`src/rtl/tetris_timing_pkg.sv`:
```
// rtl/tetris_timing_pkg.sv - state encoding, default timing constants and drop interval helper
package tetris_timing_pkg;

    typedef enum logic [1:0] {
        IDLE   = 2'd0,
        FALL   = 2'd1,
        LOCK   = 2'd2,
        PAUSED = 2'd3
    } state_t;

    localparam int DEF_CLK_PER_MS       = 100_000;
    localparam int DEF_BASE_INTERVAL_MS = 1000;
    localparam int DEF_STEP_MS          = 50;
    localparam int DEF_MIN_INTERVAL_MS  = 100;
    localparam int DEF_SOFT_INTERVAL_MS = 50;
    localparam int DEF_LOCK_DELAY_MS    = 500;
    localparam int DEF_MAX_RESETS       = 15;

    // Signed 16-bit so high levels go negative and clamp to the floor.
    function automatic logic [15:0] calc_interval(input logic [4:0] level,
                                                  input int base_ms,
                                                  input int step_ms,
                                                  input int min_ms);
        logic signed [15:0] iv;
        iv = $signed(16'(base_ms)) - $signed(16'(level)) * $signed(16'(step_ms));
        if (iv < $signed(16'(min_ms)))
            return 16'(min_ms);
        return $unsigned(iv);
    endfunction

endpackage

```
`src/rtl/tetris_drop_scheduler_ms_prescaler.sv`:
```
// rtl/tetris_drop_scheduler_ms_prescaler.sv - 1 ms base tick divider, frozen while paused
module ms_prescaler #(
    parameter int CLK_PER_MS = 100_000
) (
    input  logic clk100M,
    input  logic rst,
    input  logic pause,
    output logic ms_tick
);

    localparam int W = (CLK_PER_MS > 1) ? $clog2(CLK_PER_MS) : 1;

    logic [W-1:0] cnt;

    assign ms_tick = !pause && (cnt == W'(CLK_PER_MS - 1));

    always_ff @(posedge clk100M) begin
        if (rst)
            cnt <= '0;
        else if (!pause)
            cnt <= ms_tick ? '0 : cnt + W'(1);
    end

endmodule

```
`src/rtl/tetris_drop_scheduler.sv`:
```
// rtl/tetris_drop_scheduler.sv - gravity/lock timing FSM; TETRIS_SOFT_DROP_EN enables the soft-drop interval
module tetris_drop_scheduler
    import tetris_timing_pkg::*;
#(
    parameter int CLK_PER_MS       = DEF_CLK_PER_MS,
    parameter int BASE_INTERVAL_MS = DEF_BASE_INTERVAL_MS,
    parameter int STEP_MS          = DEF_STEP_MS,
    parameter int MIN_INTERVAL_MS  = DEF_MIN_INTERVAL_MS,
    parameter int SOFT_INTERVAL_MS = DEF_SOFT_INTERVAL_MS,
    parameter int LOCK_DELAY_MS    = DEF_LOCK_DELAY_MS,
    parameter int MAX_RESETS       = DEF_MAX_RESETS
) (
    input  logic       clk100M,
    input  logic       rst,
    input  logic [4:0] level,
    input  logic       spawn,
    input  logic       grounded,
    input  logic       move_reset,
    input  logic       soft_drop,
    input  logic       pause,
    output logic       drop_pulse,
    output logic       lock_pulse,
    output logic [1:0] state_o
);

    logic        ms_tick;
    state_t      state, state_d, saved, saved_d, eff_state;
    logic [15:0] ms_cnt, ms_cnt_d, interval, lvl_interval;
    logic [7:0]  reset_cnt, reset_cnt_d;
    logic        drop_d, lock_d;

    ms_prescaler #(.CLK_PER_MS(CLK_PER_MS)) u_prescaler (
        .clk100M (clk100M),
        .rst     (rst),
        .pause   (pause),
        .ms_tick (ms_tick)
    );

    assign lvl_interval = calc_interval(level, BASE_INTERVAL_MS, STEP_MS, MIN_INTERVAL_MS);

`ifdef TETRIS_SOFT_DROP_EN
    assign interval = (soft_drop && (lvl_interval > 16'(SOFT_INTERVAL_MS)))
                    ? 16'(SOFT_INTERVAL_MS) : lvl_interval;
`else
    logic unused_soft_drop;
    assign unused_soft_drop = soft_drop;
    assign interval         = lvl_interval;
`endif

    always_comb begin
        state_d     = state;
        saved_d     = saved;
        ms_cnt_d    = ms_cnt;
        reset_cnt_d = reset_cnt;
        drop_d      = 1'b0;
        lock_d      = 1'b0;
        // On the release cycle the saved state runs normally so no tick is lost.
        eff_state   = (state == PAUSED) ? saved : state;

        if (pause) begin
            state_d = PAUSED;
            saved_d = eff_state;
        end else begin
            state_d = eff_state;
            if (spawn && (state != PAUSED)) begin
                state_d     = FALL;
                ms_cnt_d    = '0;
                reset_cnt_d = '0;
            end else begin
                case (eff_state)
                    FALL: begin
                        if (grounded) begin
                            state_d  = LOCK;
                            ms_cnt_d = '0;
                        end else if (ms_tick) begin
                            if ((ms_cnt + 16'd1) >= interval) begin
                                drop_d   = 1'b1;
                                ms_cnt_d = '0;
                            end else begin
                                ms_cnt_d = ms_cnt + 16'd1;
                            end
                        end
                    end
                    LOCK: begin
                        if (!grounded) begin
                            state_d  = FALL;
                            ms_cnt_d = '0;
                        end else if (move_reset && (reset_cnt < 8'(MAX_RESETS))) begin
                            ms_cnt_d    = '0;
                            reset_cnt_d = reset_cnt + 8'd1;
                        end else if (ms_tick) begin
                            if ((ms_cnt + 16'd1) >= 16'(LOCK_DELAY_MS)) begin
                                lock_d   = 1'b1;
                                state_d  = IDLE;
                                ms_cnt_d = '0;
                            end else begin
                                ms_cnt_d = ms_cnt + 16'd1;
                            end
                        end
                    end
                    default: ;
                endcase
            end
        end
    end

    always_ff @(posedge clk100M) begin
        if (rst) begin
            state      <= IDLE;
            saved      <= IDLE;
            ms_cnt     <= '0;
            reset_cnt  <= '0;
            drop_pulse <= 1'b0;
            lock_pulse <= 1'b0;
        end else begin
            state      <= state_d;
            saved      <= saved_d;
            ms_cnt     <= ms_cnt_d;
            reset_cnt  <= reset_cnt_d;
            drop_pulse <= drop_d;
            lock_pulse <= lock_d;
        end
    end

    assign state_o = state;

endmodule

```
`config.mk`:
```
export PLATFORM = sky130hd
export DESIGN_NAME = tetris_drop_scheduler
export DESIGN_NICKNAME = d
export VERILOG_FILES = /design/src/rtl/tetris_timing_pkg.sv /design/src/rtl/tetris_drop_scheduler_ms_prescaler.sv /design/src/rtl/tetris_drop_scheduler.sv
export SDC_FILE = /design/constraint.sdc
export NUM_CORES = 1
export LEC_CHECK = 0
export ABC_AREA = 1
export CELL_PAD_IN_SITES_DETAIL_PLACEMENT = 1
export CELL_PAD_IN_SITES_GLOBAL_PLACEMENT = 1
export CORE_MARGIN = 2
export CORE_UTILIZATION = 45
export CTS_CLUSTER_DIAMETER = 120
export DETAILED_ROUTE_END_ITERATION = 8
export DONT_BUFFER_PORTS = 1
export GPL_ROUTABILITY_DRIVEN = 0
export PLACE_DENSITY_LB_ADDON = 0.1
export RECOVER_POWER = 25
export SLEW_MARGIN = 20
export SYNTH_ARGS = -nofsm -noshare
export SYNTH_HDL_FRONTEND = slang
export SYNTH_SLANG_ARGS = --single-unit
```
`constraint.sdc`:
```
create_clock -name clk100M -period 6.24 [get_ports clk100M]
set_clock_uncertainty 0.2 [all_clocks]
set_input_delay 1.248 -clock clk100M [delete_from_list [all_inputs] [get_ports clk100M]]
set_output_delay 1.248 -clock clk100M [all_outputs]
set_load 0.005 [all_outputs]
```
* After elaboration in Yosys (flattened, before gate mapping)
Index checks and enable logic that the tools add are counted.
** Cells by class
- Order comparisons :: 4
- Add/sub/neg operators :: 4
- Reduce and logical (&&, ||, !) cells :: 12
- Muxes and demuxes :: 28
- Equality and inequality tests :: 7
- $mul :: 1
- Bitwise logic cells :: 5
** Operators by type and width (count)
- $mux 16 :: 10
- $mux 8 :: 4
- $pmux 16 s2 :: 1
- $add 17x1->17 const B :: 1
- $eq 17x17->1 const B :: 1
- $mux 17 :: 1
- $add 16x1->16 const B :: 1
- $ge 16x16->1 :: 1
- $ge 16x9->1 const B :: 1
- $mux 2 :: 8
- $lt 12x8->1 const B :: 1
- $sub 10x11->12 const A :: 1
- $mul 5x5->10 const B :: 1
- $add 8x1->8 const B :: 1
- $lt 8x4->1 const B :: 1
- $reduce_and 4->1 :: 2
- $reduce_or 7->1 :: 1
- $reduce_bool 2->1 :: 3
- $reduce_or 6->1 :: 1
- $ne 5x4->1 const B :: 1
- $not 1->1 :: 5
- $eq 2x2->1 const B :: 2
- $ne 4x3->1 const B :: 1
- $pmux 2 s2 :: 1
- other kinds (6) :: 10
** Word-level totals
- Output and inout port bits :: 4
- Bits in registers :: 47
- Input bits :: 12

* Depth between registers and ports, before layout
Gate-level depths: netlist of run 1.
- Depth in word-level cells :: 11
- Gate-level depth with buffers :: 26
- Gate-level depth less buffers :: 26

* Hierarchy
A second synthesis of run 1 with hierarchy kept.
** Second synthesis, totals
- Cell total of the unflattened synthesis :: 551
- Area, all modules :: 3676.0 um^2
** By module, submodules not included
- tetris_drop_scheduler :: cells an instance 414, instances 1, seq. area each 600.6 um^2, area each 2751.4 um^2
- ms_prescaler :: cells an instance 137, instances 1, seq. area each 340.3 um^2, area each 924.6 um^2

* Least setup slack after synthesis of run 1
Ideal clock, no wire load.
- Kind :: input port to flip-flop
- Start :: in level[0]
- End :: reg ms_cnt[0]
- Arrival :: 5.419 ns
- Stages :: 24
- Data required time :: 5.969 ns
- Path buffers :: 0
- Setup slack :: 0.550 ns
- Setup time :: 0.071 ns
- Cells stage by stage :: inv_1 ha_1 ha_1 ha_1 inv_1 fa_1 or2_2 o21ai_0 xor2_1 xor2_1 nor3_1 ha_1 inv_1 nand2_1 ha_1 a21oi_1 o21ai_0 nand2_1 o211ai_1 nand2_1 nand3_1 o32ai_4 nand2_1 a21oi_1
** On the way
- Word-level cells in the longest chain between the ends :: 11
** RTL lines
- start, declared :: line tetris_drop_scheduler.sv:15 : input logic [4:0] level,
- $mul 5x5->10 * :: line tetris_timing_pkg.sv:25 : iv = $signed(16'(base_ms)) - $signed(16'(level)) * $signed(16'(step_ms));
- $sub 10x11->12 * :: line tetris_timing_pkg.sv:25
- $lt 12x8->1 :: line tetris_timing_pkg.sv:26 : if (iv < $signed(16'(min_ms)))
- $mux 1 :: line tetris_timing_pkg.sv:26
- $mux 16 * :: line tetris_timing_pkg.sv:28 : return $unsigned(iv);
- $ge 16x16->1 * :: line tetris_drop_scheduler.sv:76 : if ((ms_cnt + 16'd1) >= interval) begin
- $mux 16 * :: line tetris_drop_scheduler.sv:76
- $mux 16 * :: line tetris_drop_scheduler.sv:75 : end else if (ms_tick) begin
- $mux 16 * :: line tetris_drop_scheduler.sv:72 : if (grounded) begin
- $pmux 16 s2 * :: line tetris_drop_scheduler.sv:70 : case (eff_state)
- $mux 16 * :: line tetris_drop_scheduler.sv:65 : if (spawn && (state != PAUSED)) begin
- end signal, assigned :: line tetris_drop_scheduler.sv:118 : ms_cnt <= ms_cnt_d;
- end, declared :: line tetris_drop_scheduler.sv:28 : logic [15:0] ms_cnt, ms_cnt_d, interval, lvl_interval;
Every way passes the cells marked *; elsewhere a longest branch is shown, timed or not. The select of a mux whose other input is x is not followed.
A chain may end at the register's enable or synchronous reset.

* Worst setup path after layout of run 1
- Start :: in level[0]
- End :: reg ms_cnt[10]
Same word-level chain as after synthesis.

==> summary.txt, run 1 <==
Outcome
  • Status: complete, no violations

Placed design
  • Placed cell area: 3754 um2
  • Place WS: -0.03558 ns
  • Port bufs: 0
  • Post-detail-place hpwl: 7138 um

Synthesis
  • Post-synth top area share: 25.71%
  • Post-Syn Area: 3660 um2
  • Synthesis warning total: 0
  • Synth area leader: dfxtp_1
  • Yosys cell types: 44
  • Post-synthesis sequential element count: 47
  • Mean Syn Cell Area: 6.828 um2
  • Syn nets: 589
  • Register area share after synthesis: 25.71%
  • Cells after Synth: 536
  • Synth top area cells: dfxtp_1 (26%), ha_1 (14%), nand2_1 (12%), inv_1 (8.2%), a21oi_1 (5.7%)

GRT
  • Initial antenna violation count: 0
  • Pin count of the biggest net entering global routing: 29
  • Global-route wire length before repair: 15380 um
  • All-Layer GR Usage: 21.53%
  • Vias in the first global route: 3369
  • Global route overflow: 0

Timing
  • Setup ws final: 0.3560 ns
  • Final Setup Violations: 0
  • Relative slew slack: 67.06%
  • Max Freq: 0.1700 GHz
  • Least-Margin Pin Slew: 0.4935 ns
  • Final worst path period share: 94.30%
  • Final min period: 5.884 ns
  • Final max-slew violation count: 0
  • Number of hold violations in the final report: 0
  • RSZ-0062 raised after global routing: false

Setup path
  • Crit path max fanout: 8
  • Critical path required time: 6.27 ns
  • Slowest cell on crit path: fa_1
  • Setup crit end kind: flop
  • Crit path largest cell delay: 0.38 ns
  • Critical Setup Path Class: input pin to flop
  • Crit path top cell by count: ha_1
  • Critical Path Start Type: input pin
  • Crit path DAT: 5.91 ns

Power
  • Final Power: 0.0007188 W
  • Worst vdd ir: 170.1 uV
  • Power Dens Cells: 185.5 nW/um2
  • Static Leak: 1.756 nW

Die
  • Die Height: 94.18 um
  • Starting Density: 46.88%
  • Area of the core: 7807 um2
  • Boundary Pins: 16
  • Rows: 32
  • Die W: 94.18 um
  • Die area: 8870 um2

Drt
  • DR iter-0 viols: 101
  • DR vias/cell: 5.247
  • WL final: 8941 um
  • Vias: 3353
  • Routed length per placed instance: 13.99 um
  • Antenna-violating nets left: 0
  • DRC violations left: 0
  • Pre-Repair DR Iteration Count: 7

Final layout
  • Commonest non-fill, non-tap cell in the layout: nand2_1
  • Layout cells sized above 1: 7.821%
  • Syn-to-layout area delta: 5.915%
  • Nets@finish: 589
  • Fillers: 1047
  • Commonest non-fill, non-tap cells in the layout: nand2_1 (120), inv_1 (80), nor2_1 (50), dfxtp_1 (47), a21oi_1 (42)
  • Multi-input logic area: 2376 um2
  • Register area: 940.9 um2
  • Antenna Cells: 0
  • Finished Cell Area: 3876 um2

Clock tree
  • TritonCTS clock tree: done
  • Clock tree buffer depth: 2
  • Worst skew pair latency: 0.30 ns
  • CTS Hold Bufs: 0
  • Clock buffer count from CTS: 5
  • Clock edge transition at the registers on the reported setup and hold paths: 0.09 ns
  • Clk sink count: 47
  • H-Tree Depth: 2
  • CTS root buf: clkbuf_8

Flow run
  • Max-cap violations: 0

Min path
  • Worst min path class: flop to flop
==> Yosys cell counts <==
| library cell | number |
|---|---|
| nand2_1 | 120 |
| inv_1 | 80 |
| nor2_1 | 50 |
| dfxtp_1 | 47 |
| a21oi_1 | 42 |
| ha_1 | 40 |
| nand3_1 | 24 |
| nand4_1 | 20 |
| nor3_1 | 18 |
| o21ai_0 | 15 |
| xor2_1 | 13 |
| nand2_2 | 10 |
| clkbuf_1 | 5 |
| nor2_4 | 4 |
| o21bai_1 | 4 |
| xnor2_1 | 4 |
| a211oi_1 | 3 |
| and3_1 | 2 |
| inv_2 | 2 |
| nand2_4 | 2 |
| nand3_2 | 2 |
| nor2_2 | 2 |
| nor3b_1 | 2 |
| nor4_1 | 2 |
| o211ai_1 | 2 |
| or2_1 | 2 |
| or2_2 | 2 |
| a211o_1 | 1 |
| a21oi_2 | 1 |
| a221oi_1 | 1 |
| and3b_2 | 1 |
| buf_1 | 1 |
| buf_4 | 1 |
| buf_6 | 1 |
| clkinv_1 | 1 |
| fa_1 | 1 |
| nand3b_1 | 1 |
| nand4_2 | 1 |
| nand4_4 | 1 |
| nor3_2 | 1 |
| o211ai_2 | 1 |
| o21a_1 | 1 |
| o31ai_1 | 1 |
| o32ai_4 | 1 |
==> final cells by class <==
| type | count | share of cell area, % |
|---|---|---|
| Clock buffer | 5 | 1.775 |
| Multi-Input combinational cell | 398 | 61.30 |
| Tap cell | 102 | 3.292 |
| Sequential cell | 47 | 24.27 |
| Inverter | 83 | 8.037 |
| Clock inverter | 3 | 1.130 |
| Timing Repair Buffer | 1 | 0.1937 |
==> worst max-delay path: cells and delay by family <==
family	cells	cell delay (ns)
buf+inv	4	0.48
xor+xnor	2	0.43
compound gates	5	0.70
simple gates	8	1.25
fa+ha+maj	6	1.80
==> through the flow <==
stage          util, %  hold WS [ns]  setup TNS, ns  cells
2_1_floorplan        -        0.2235              0    536
3_3_place_gp     48.08        0.2292              0    631
3_5_place_dp     48.08        0.2373       -0.03558    631
4_1_cts          49.52        0.2502              0    639
5_1_grt          49.65        0.2720              0    639
6_report         49.65        0.2455              0    639
==> layer usage <==
| layer | GRT usage [%] | routed length (um) | up-vias |
|---|---|---|---|
| met3 | 2.087 | 146 | 5 |
| li1 | - | - | 1751 |
| met4 | 5.072 | 71 | 0 |
| met2 | 38.57 | 4389 | 19 |
| met5 | 0 | 0 | - |
| met1 | 27.73 | 4333 | 1578 |
==> flip-flops by register name, summed over array words and instances, names as in the netlist <==
name and cells:
state_o 2, u_prescaler.cnt 17, saved 2, reset_cnt 8
drop_pulse 1, lock_pulse 1, ms_cnt 16
==> final timing paths <==
path	to	slack (ns)	cells after the start	start
worst max register to register	ms_cnt[10]$_SDFFE_PP0P_	2.99	17	ms_cnt[0]$_SDFFE_PP0P_
worst min register to register	reset_cnt[4]$_SDFFE_PP0P_	0.25	2	reset_cnt[4]$_SDFFE_PP0P_
worst max-delay path	ms_cnt[10]$_SDFFE_PP0P_	0.36	25	level[0]
worst min-delay path	reset_cnt[4]$_SDFFE_PP0P_	0.25	2	reset_cnt[4]$_SDFFE_PP0P_
==> report_power, final <==
part / internal [W] / total [W] / switching (W)
clock network: 0.000119 / 0.000227 / 0.000107
registers: 0.000304 / 0.000308 / 0.00000419
logic: 0.0000657 / 0.000184 / 0.000118
==> timing repair <==
item	4_1_cts	5_1_grt
setup endpoints to repair	0	9
gates resized for setup	0	2
buffers inserted	0	0
==> cells by family after synthesis <==
logic type	synth area share, %
buffers and inverters	9.641
DFF	25.71
adders and majority gates	14.22
and+or+nand+nor	34.50
xor gates and xnor gates	4.068
AOI/OAI and AO/OA	11.86
(Power assumes the default switching activity.)
==> run 2: changes to the inputs <==
--- a/config.mk
+++ b/config.mk
@@ -9,11 +9,11 @@
 export CELL_PAD_IN_SITES_DETAIL_PLACEMENT = 1
 export CELL_PAD_IN_SITES_GLOBAL_PLACEMENT = 1
 export CORE_MARGIN = 2
-export CORE_UTILIZATION = 45
-export CTS_CLUSTER_DIAMETER = 120
+export CORE_UTILIZATION = 42
 export DETAILED_ROUTE_END_ITERATION = 8
 export DONT_BUFFER_PORTS = 1
 export GPL_ROUTABILITY_DRIVEN = 0
+export GPL_TIMING_DRIVEN = 0
 export PLACE_DENSITY_LB_ADDON = 0.1
 export RECOVER_POWER = 25
 export SLEW_MARGIN = 20
==> constraint.sdc (replaced) <==
create_clock -name clk100M -period 5.1 [get_ports clk100M]
set_clock_uncertainty 0.2 [all_clocks]
set_input_delay 1.02 -clock clk100M [delete_from_list [all_inputs] [get_ports clk100M]]
set_output_delay 1.02 -clock clk100M [all_outputs]
set_load 0.005 [all_outputs]
==> run 2 against run 1 <==
Compared with the run above: the flow now finishes with violations (negative setup slack); setup slack got worse by 0.38 ns; critical path depth fell by 1; final area up 12%; routed wire length is 6.5% higher; clock power fell by 4%; die area up 6.8%; non-clock buffer count grew 17; combinational power up 87%; sequential share of layout area decreased by 2.6 points; sequential power grew 22%; largest cell class unchanged; largest power group unchanged.
==> summary.txt, run 2 (synthesis gave the netlist of run 1 again) <==
Clock tree
  • Clock edge transition at the registers on the reported setup and hold paths: 0.09 ns (about the same)
  • CTS root buf: clkbuf_8
  • Worst skew pair latency: 0.30 ns (about the same)
  • Clk sink count: 47 (unchanged)
  • Clock tree buffer depth: 2 (unchanged)
  • H-Tree Depth: 2 (unchanged)
  • Clock buffer count from CTS: 5 (unchanged)
  • TritonCTS clock tree: done

GRT
  • Pin count of the biggest net entering global routing: 14 (-52%)
  • Initial antenna violation count: 0 (unchanged)
  • Vias in the first global route: 3568 (+5.9%)
  • Global route overflow: 0 (unchanged)
  • Global-route wire length before repair: 16100 um (+4.7%)
  • All-Layer GR Usage: 20.14% (-1.4 points)

Drt
  • Antenna-violating nets left: 0 (unchanged)
  • Routed length per placed instance: 14.39 um (+2.8%)
  • DRC violations left: 0 (unchanged)
  • Vias: 3428 (+2.2%)
  • Pre-Repair DR Iteration Count: 4 (-3)
  • DR iter-0 viols: 96 (-5.0%)
  • DR vias/cell: 5.178 (-1.3%)
  • WL final: 9525 um (+6.5%)

Setup path
  • Crit path largest cell delay: 0.50 ns (+0.12 ns)
  • Worst-path cell chain: inv_12 -> ha_4 -> ha_4 -> ha_4 -> inv_2 -> fa_2 -> inv_2 -> nand4_1 -> xnor2_2 -> a211o_1 -> nor3_4 -> ha_4 -> or2_4 -> ha_4 -> nand2_1 -> nor2_1 -> nand2_1 -> o211ai_1 -> nand2_1 -> nand3_4 -> o32ai_4 -> clkbuf_16 -> nand2_1 -> a21oi_1
  • Worst Path Buf+Inv: 4 (unchanged)
  • Crit path top cell by count: ha_4
  • Levels on crit path: 24 (-4.0%)
  • Crit path DAT: 5.16 ns (-0.75 ns)
  • Slowest cell on crit path: fa_2
  • R2R Path Start: ms_cnt[0]$_SDFFE_PP0P_
  • Delay-heaviest family, CP: adder cells
  • CP startpoint: level[0]
  • Setup crit end kind: flop
  • Critical Setup Path Class: input pin to flop
  • Crit path max fanout: 6 (-2)
  • R2R cell count: 17 (unchanged)
  • Critical Path Start Type: input pin
  • Critical path required time: 5.13 ns (-1.14 ns)

Die
  • Starting Density: 42.59% (-4.3 points)
  • Die Height: 97.35 um (+3.4%)
  • Area of the core: 8593 um2 (+10%)
  • Rows: 34 (+6.3%)
  • Die area: 9476 um2 (+6.8%)
  • Die W: 97.35 um (+3.4%)
  • Boundary Pins: 16 (unchanged)

Power
  • Final Power: 0.0009396 W (+31%)
  • Sw power: 0.0003288 W (+43%)
  • Power Dens Cells: 216.2 nW/um2 (+17%)
  • Pint: 0.0006108 W (+25%)
  • Reg power frac: 40.1% (-2.8 points)
  • Gate power share: 36.6% (+11 points)
  • Clk network pwr share: 23.3% (-8.3 points)
  • Worst vdd ir: 193.9 uV (+14%)
  • Static Leak: 1.874 nW (+6.7%)
  • Sw Share: 35.00% (+3.0 points)

Timing
  • RSZ-0062 raised after global routing: true
  • Number of hold violations in the final report: 0 (unchanged)
  • Least-Margin Pin Slew: 0.6325 ns (+0.1390 ns)
  • Final min period: 5.129 ns
  • Setup TNS: -0.1464 ns (-0.1464 ns)
  • WHS: 0.2586 ns (+0.01309 ns)
  • Max Freq: 0.1950 GHz
  • Final max-slew violation count: 0 (unchanged)
  • Final worst path period share: 100.6%
  • Final Setup Violations: 7 (+7)
  • Relative slew slack: 57.83% (-9.2 points)
  • Setup ws final: -0.02903 ns (-0.3850 ns)

Final layout
  • Commonest non-fill, non-tap cells in the layout: nand2_1 (110), inv_1 (74), nor2_1 (48), dfxtp_1 (47), a21oi_1 (32)
  • Nets@finish: 606 (+2.9%)
  • Largest regs: u_prescaler.cnt x17, ms_cnt x16, reset_cnt x8
  • Final std cells w/o fill: 662 (+3.6%)
  • Layout cells sized above 1: 18.05% (+10 points)
  • Syn-to-layout area delta: 18.77%
  • Antenna Cells: 0 (unchanged)
  • Final core occ: 50.58% (+0.94 points)
  • Register with the most flip-flops: u_prescaler.cnt
  • Commonest non-fill, non-tap cell in the layout: nand2_1
  • Max reg flops: 17 (unchanged)

Outcome
  • Failing checks: negative setup slack
  • Status: finished with violations

Placed design
  • Post-detail-place hpwl: 7338 um (+2.8%)
  • Placed instance count: 644 (+2.1%)
  • Port bufs: 0 (unchanged)

Min path
  • Hold Crit Start: reset_cnt[7]$_SDFFE_PP0P_
  • Hold path cells: 2 (unchanged)
  • Worst min path class: flop to flop

Flow run
  • Max-cap violations: 0 (unchanged)
==> run 2: cell types whose count changed in the layout (fill, tap and decap cells not counted), sizes merged <==
cell / delta
buf: +11
bufinv: -1
clkbuf: +8
clkinv: -1
==> run 2: timing repair <==
item                       CTS  global route
buffers inserted             3             6
hold endpoints to repair     0             0
hold buffers                 0             0
setup endpoints to repair    9            17
gates resized for setup      2            48
cloned                       0             1
pin swaps                    2            25
==> run 2: layout make-up <==
type	count	area (um2)
buffer	8	41.29
inverter	83	339.1
sequential	47	940.9
multi-input combinational	398	2691
fill	1127	4247
tap	108	135.1
clock inverter	1	5.005
timing repair buffer	10	117.6
clock buffer	7	76.32
==> run 2: power groups by stage <==
| stage | clock (W) | combinational [W] | sequential, W |
|---|---|---|---|
| 2_1_floorplan | 0 | 0.000202 | 0.000384 |
| 3_3_place_gp | 0 | 0.000247 | 0.000385 |
| 3_5_place_dp | 0 | 0.000258 | 0.000385 |
| 4_1_cts | 0.000225 | 0.000271 | 0.000377 |
| 5_1_grt | 0.000237 | 0.000386 | 0.000378 |
| 6_report | 0.000219 | 0.000344 | 0.000377 |
==> run 2: layer usage <==
layer	GRT usage, %	wire, um	vias to the layer above
met2	36.81	4870	20
met4	4.380	73	0
met3	1.727	97	5
li1	-	-	1784
met1	25.85	4483	1619
met5	0	0	-
==> run 2: stage by stage <==
step | worst slack (ns) | cell area (um2)
after detailed placement | -0.5086 | 3895
after global placement | -0.4068 | 3895
final | -0.02903 | 4347
after floorplan | -0.01171 | 3760
after global routing | -0.2231 | 4347
after CTS | 0.0003384 | 4034
==> run 2: worst paths after layout <==
path	to	slack (ns)
worst min register to register	reset_cnt[7]$_SDFFE_PP0P_	0.26
worst max-delay path	ms_cnt[1]$_SDFFE_PP0P_	-0.03
worst min-delay path	reset_cnt[7]$_SDFFE_PP0P_	0.26
worst max register to register	ms_cnt[1]$_SDFFE_PP0P_	1.85
==> run 2: worst reg2reg max path: stages, from the launching register on <==
cell and delay, ns:
dfxtp_1 0.45, ha_1 0.25, nand3_2 0.15, nor2_2 0.18, nand4_1 0.10, nand2_1 0.16
inv_1 0.07, ha_1 0.30, nand2_1 0.07, inv_1 0.04, nand3_1 0.09, inv_1 0.06
a21oi_2 0.17, nand3_4 0.12, o32ai_4 0.41, clkbuf_16 0.22, nand2_1 0.05, a21oi_1 0.11
